$ cat src/rtl/bp_pkg.sv
// Shared types and sizing helpers for the branch predictor: BTB entry layout,
// index/tag widths and direction-counter constants.
package bp_pkg;

  localparam int ADDR_W    = 32;
  localparam int TAG_MAX_W = 30;
  localparam int CNT_MAX_W = 4;

  function automatic int idx_width(input int entries);
    return $clog2(entries);
  endfunction

  function automatic int tag_width(input int entries);
    return ADDR_W - 2 - $clog2(entries);
  endfunction

  function automatic logic [CNT_MAX_W-1:0] cnt_reset_val(input int cnt_bits);
    return CNT_MAX_W'((1 << (cnt_bits - 1)) - 1);
  endfunction

  function automatic logic [CNT_MAX_W-1:0] cnt_alloc_val(input int cnt_bits);
    return CNT_MAX_W'(1 << (cnt_bits - 1));
  endfunction

  function automatic logic [CNT_MAX_W-1:0] cnt_max_val(input int cnt_bits);
    return CNT_MAX_W'((1 << cnt_bits) - 1);
  endfunction

  // Tag and counter fields are sized for the widest configuration; narrower
  // builds keep the upper bits at zero.
  typedef struct packed {
    logic                 v;
    logic [TAG_MAX_W-1:0] tag;
    logic [ADDR_W-1:0]    target;
    logic [CNT_MAX_W-1:0] cnt;
    logic                 is_ret;
  } btb_entry_t;

endpackage

$ cat src/rtl/return_addr_stack.sv
// Circular return-address stack trained at branch resolution; pop-then-push
// in the same cycle replaces the top. Used only when BP_RAS_EN is defined.
module return_addr_stack #(
  parameter int DEPTH = 4
) (
  input  logic        clk_i,
  input  logic        rst_i,
  input  logic        push_i,
  input  logic        pop_i,
  input  logic [31:0] push_addr_i,
  output logic [31:0] top_o,
  output logic        nonempty_o
);

  localparam int PW = $clog2(DEPTH);
  localparam int CW = PW + 1;

  logic [31:0]   stack_q [DEPTH];
  logic [PW-1:0] ptr_q, ptr_d, pop_ptr_s;
  logic [CW-1:0] cnt_q, cnt_d, pop_cnt_s;
  logic          wr_s;

  // Apply the pop first, then the push on the post-pop pointer.
  always_comb begin
    pop_ptr_s = ptr_q;
    pop_cnt_s = cnt_q;
    wr_s      = 1'b0;
    if (pop_i && (cnt_q != CW'(0))) begin
      pop_ptr_s = ptr_q - PW'(1);
      pop_cnt_s = cnt_q - CW'(1);
    end else begin
      pop_ptr_s = ptr_q;
      pop_cnt_s = cnt_q;
    end
    if (push_i) begin
      wr_s  = 1'b1;
      ptr_d = pop_ptr_s + PW'(1);
      cnt_d = (pop_cnt_s == CW'(DEPTH)) ? pop_cnt_s : pop_cnt_s + CW'(1);
    end else begin
      ptr_d = pop_ptr_s;
      cnt_d = pop_cnt_s;
    end
  end

  // Stack storage, pointer and occupancy.
  always_ff @(posedge clk_i or posedge rst_i) begin
    if (rst_i) begin
      ptr_q <= '0;
      cnt_q <= '0;
      for (int i = 0; i < DEPTH; i++) stack_q[i] <= 32'd0;
    end else begin
      ptr_q <= ptr_d;
      cnt_q <= cnt_d;
      if (wr_s) stack_q[pop_ptr_s] <= push_addr_i;
    end
  end

  assign top_o      = stack_q[ptr_q - PW'(1)];
  assign nonempty_o = (cnt_q != CW'(0));

endmodule

$ cat src/rtl/branch_predictor.sv
// Direct-mapped tagged BTB with saturating direction counters; combinational
// lookup, one EX-stage update per cycle. Optional RAS under `BP_RAS_EN`.
import bp_pkg::*;

module branch_predictor #(
  parameter int ENTRIES   = 16,
  parameter int CNT_BITS  = 2,
  parameter int RAS_DEPTH = 4
) (
  input  logic        clk,
  input  logic        rst,
  input  logic [31:0] pc,
  output logic [31:0] target_pc,
  output logic        valid,
  output logic        predicted_taken,
  input  logic        update,
  input  logic [31:0] update_pc,
  input  logic [31:0] update_target,
  input  logic        update_taken,
  input  logic        update_call,
  input  logic        update_ret
);

  localparam int IDX = idx_width(ENTRIES);
  localparam logic [CNT_MAX_W-1:0] CNT_RST   = cnt_reset_val(CNT_BITS);
  localparam logic [CNT_MAX_W-1:0] CNT_ALLOC = cnt_alloc_val(CNT_BITS);
  localparam logic [CNT_MAX_W-1:0] CNT_MAX   = cnt_max_val(CNT_BITS);

  btb_entry_t           btb_q [ENTRIES];
  btb_entry_t           lk_e_s, up_e_s, up_new_s;
  logic [IDX-1:0]       lk_idx_s, up_idx_s;
  logic [TAG_MAX_W-1:0] lk_tag_s, up_tag_s;
  logic                 lk_hit_s, up_hit_s, up_we_s;
  logic [31:0]          lk_tgt_s;

  assign lk_idx_s = pc[IDX+1:2];
  assign lk_tag_s = TAG_MAX_W'(pc[31:IDX+2]);
  assign up_idx_s = update_pc[IDX+1:2];
  assign up_tag_s = TAG_MAX_W'(update_pc[31:IDX+2]);
  assign lk_e_s   = btb_q[lk_idx_s];
  assign up_e_s   = btb_q[up_idx_s];
  assign lk_hit_s = lk_e_s.v && (lk_e_s.tag == lk_tag_s);
  assign up_hit_s = up_e_s.v && (up_e_s.tag == up_tag_s);

  // Next contents of the entry addressed by update_pc.
  always_comb begin
    up_new_s = up_e_s;
    up_we_s  = 1'b0;
    if (update && up_hit_s) begin
      up_we_s = 1'b1;
      if (update_taken) begin
        up_new_s.cnt    = (up_e_s.cnt != CNT_MAX) ? up_e_s.cnt + 4'd1 : up_e_s.cnt;
        up_new_s.target = update_target;
        up_new_s.is_ret = update_ret;
      end else begin
        up_new_s.cnt = (up_e_s.cnt != 4'd0) ? up_e_s.cnt - 4'd1 : up_e_s.cnt;
      end
    end else if (update && update_taken) begin
      up_we_s  = 1'b1;
      up_new_s = '{v: 1'b1, tag: up_tag_s, target: update_target,
                   cnt: CNT_ALLOC, is_ret: update_ret};
    end else begin
      up_we_s = 1'b0;
    end
  end

  // BTB storage; reset leaves every entry invalid and weakly not-taken.
  always_ff @(posedge clk or posedge rst) begin
    if (rst) begin
      for (int i = 0; i < ENTRIES; i++)
        btb_q[i] <= '{v: 1'b0, tag: '0, target: 32'd0, cnt: CNT_RST, is_ret: 1'b0};
    end else if (up_we_s) begin
      btb_q[up_idx_s] <= up_new_s;
    end
  end

`ifdef BP_RAS_EN
  logic [31:0] ras_top_s;
  logic        ras_nonempty_s;

  return_addr_stack #(.DEPTH(RAS_DEPTH)) u_ras (
    .clk_i       (clk),
    .rst_i       (rst),
    .push_i      (update & update_call),
    .pop_i       (update & update_ret),
    .push_addr_i (update_pc + 32'd4),
    .top_o       (ras_top_s),
    .nonempty_o  (ras_nonempty_s)
  );

  assign lk_tgt_s = (lk_e_s.is_ret && ras_nonempty_s) ? ras_top_s : lk_e_s.target;
`else
  logic unused_s;
  assign unused_s = ^{lk_e_s.is_ret, update_call, RAS_DEPTH[0]};
  assign lk_tgt_s = lk_e_s.target;
`endif

  assign valid           = lk_hit_s;
  assign predicted_taken = lk_hit_s & lk_e_s.cnt[CNT_BITS-1];
  assign target_pc       = lk_hit_s ? lk_tgt_s : 32'd0;

endmodule

$ cat config.mk
export PLATFORM = sky130hd
export DESIGN_NAME = branch_predictor
export DESIGN_NICKNAME = d
export VERILOG_FILES = /design/src/rtl/bp_pkg.sv /design/src/rtl/return_addr_stack.sv /design/src/rtl/branch_predictor.sv
export SDC_FILE = /design/constraint.sdc
export NUM_CORES = 2
export LEC_CHECK = 0
export BUFFER_PORTS_ARGS = -buffer_cell sky130_fd_sc_hd__buf_2
export CORE_UTILIZATION = 40
export CTS_CLUSTER_DIAMETER = 60
export DETAILED_ROUTE_END_ITERATION = 10
export SYNTH_ARGS = -nofsm -noshare
export SYNTH_HDL_FRONTEND = slang
export SYNTH_SLANG_ARGS = --single-unit
$ cat constraint.sdc
create_clock -name clk -period 41.8 [get_ports clk]
set_clock_uncertainty 0.05 [all_clocks]
set_input_delay 2.09 -clock clk [delete_from_list [all_inputs] [get_ports clk]]
set_output_delay 2.09 -clock clk [all_outputs]
set_load 0.01 [all_outputs]
==> impl_metrics.toml <==
[timing]
period_minus_slack_ns = 9.69
grt_setup_unrepaired = "false"
report.final.slew_viol_count = 0
relSlewSlack_pct = 21.8
fmaxAchievable_mhz = 103
finalCritPeriodShare_pct = 23.2
tns_ns = 0
whs_ns = 0.406
hold_violations = 0
finalSetupViolCount = 0
worstMarginPinSlew_ns = 1.17

[clock_tree]
cts_setup_buffers = 0
clock_path_buffers = 3
cts_hold_buf = 0
cts_sinks = 1072
htreeDepth = 4
cts_buffers = 131
cts_resized = 0
root_buffer = "clkbuf_16"
insertion_delay_ns = 0.79
clk_pin_slew_ns = 0.06
cts_tree = "done"

[place]
dp.cells = 5618
gp_congestion = 0.905
hpwl_mm = 105
io_buffers = 129
post_dp_cell_area_um2 = 60000

[finish]
fin_area_um2 = 64300
syn2layout_area_growth_pct = 11.5
largest-register = "btb_q"
final_cell_count_no_fill = 5848
drive_gt1_share_pct = 47.4
reg.largest.list = "btb_q x1072"
nets = 3953
largest_reg_flops = 1072
final_util_pct = 44.9
fillers = 12780

[floorplanning]
dieArea_um2 = 146000
fp-row-count = 139
start_util_pct = 40.3
die_width_um = 382
core_area_um2 = 143000
io_pins = 136
die_h_um = 382

[grt]
grtUsageTotal_pct = 25.3
grt_pass1_wl_mm = 272
antenna_found_initial = 13
gr-total-overflow = 0
grt_pass1_vias = 38368
grt_max_degree = 166

[power_and_ir_drop]
peakVddDrop_v = 0.0000444
p_leak_nw = 27.7
power_density_nw_per_um2 = 47.8

[routing]
antenna_left = 0
vias = 37134
post_drt_wl_per_cell_um = 31.0
routed_wl_mm = 182
dr.pass1.iters = 7
viasPerCell = 6.35
drt_iter0_drc = 3289
drcViolationCount = 0

[yosys]
synth_seq_cells = 1072
synth_nets = 3972
synthFlopType = "dfrtp_1"
synth_common_cells = "dfrtp_1, mux2_2, mux4_2"
synth_top_area_share_pct = 45.8
synth_area_leaders = "dfrtp_1, mux4_2, mux2_2"
yosysWarningCount = 0
yosysTopAreaCell = "dfrtp_1"
avgSynthCellArea_um2 = 14.9
synth-async-reset-ratio_pct = 100
yosysSeqAreaShare_pct = 46.5
synth.distinct_cells = 75
synth_cells = 3867
netlist_area_um2 = 57700
synth_edf_count = 0
yosysMostFrequentCell = "dfrtp_1"

[hold_path]
hold_class = "register to register"

[setup_path]
crit_family = "buffers and inverters"
cp-end-kind = "output port"
cp-start-kind = "input port"
cp.arrival_ns = 7.55
cp_slowest_stage_delay_ns = 0.84
crit_chain = "buf_8, buf_4, buf_4, mux4_2, mux4_2, xnor2_1, nand4_1, or4_2, buf_4, nor2b_1, buf_2"
worst-path-buf-inv = 5
cp_max_fo = 55
crit_required_ns = 39.66
path_common_cell = "buf_4"
crit_slowest_cell = "buf_4"
critical_path_class = "input port to output port"

[status]
status = "finished, final reports clean"

[run]
drv_cap = 0
[final cells by class]
| cell class | count | area [µm²] | area share (%) |
|---|---|---|---|
| Multi-Input combinational cell | 2351 | 29100 | 45.2 |
| Inverter | 72 | 280 | 0.436 |
| Clock buffer | 187 | 3820 | 5.94 |
| Timing Repair Buffer | 220 | 1440 | 2.24 |
| Sequential cell | 1072 | 26800 | 41.7 |
| Clock inverter | 39 | 479 | 0.745 |
| Antenna cell | 4 | 10.0 | 0.0156 |
| Tap cell | 1903 | 2380 | 3.70 |
[layout by cell type (no fill, tap or decap), drive strengths merged, types with 30 or more instances in the layout]
cell     count
inv         84
dfrtp     1056
buf        219
nor2b      109
a21oi       46
a2bb2oi    209
nand2       71
a22oi       30
xnor2       40
mux2i      111
o22ai       40
mux2       794
o2bb2ai     32
clkbuf     188
mux4       560
nor2        59
or2         32
[where the power goes]
part	switching (mW)	leakage, nW	internal [mW]
sequential	0.128	13.9	1.21
clock	0.472	2.12	0.666
combinational	0.263	11.7	0.339
[stage by stage]
stage                     power [mW]  worst slack, ns
after CTS                       3.09            31.90
after detailed placement        1.95            31.91
final                           3.08            32.11
after floorplan                 1.78             9.51
after global placement          1.93            31.86
after global routing            3.20            31.73
[cells by family (layout without fill, tap and decap cells)]
family,Yosys count,in the layout,share of synthesized area (%)
mux,1465,1465,39.3
flops,1072,1072,46.5
compound gates,455,455,6.26
buf+inv,444,518,3.57
simple gates,381,381,3.60
xor+xnor,47,47,0.713
fa+ha+maj,3,3,0.0650
other cells,0,4,0
[final timing paths]
kind / cells after the start / endpoint / slack (ns) / start
setup reg to reg: 11 / btb_q[288] / 36.68 / btb_q[310]
min in group asynchronous: 2 / btb_q[133] / 1.48 / rst
setup / recovery: 11 / target_pc[24] / 32.11 / pc[2]
max in group asynchronous: 5 / btb_q[45] / 37.11 / rst
hold / removal: 2 / btb_q[953] / 0.41 / btb_q[953]
hold reg to reg: 2 / btb_q[953] / 0.41 / btb_q[953]
[metal layers]
layer	global-route usage [%]	part of all wire [%]
met1	35.8	43
met2	39.0	46
met3	5.62	8.2
met4	7.14	2.8
met5	0	0.074
[worst min-delay path, stage by stage (launching register included)]
cell and delay [ns]:
dfstp_2 0.36, inv_1 0.04, o2bb2ai_1 0.05
Note: power is estimated with default switching activity, not from simulation.
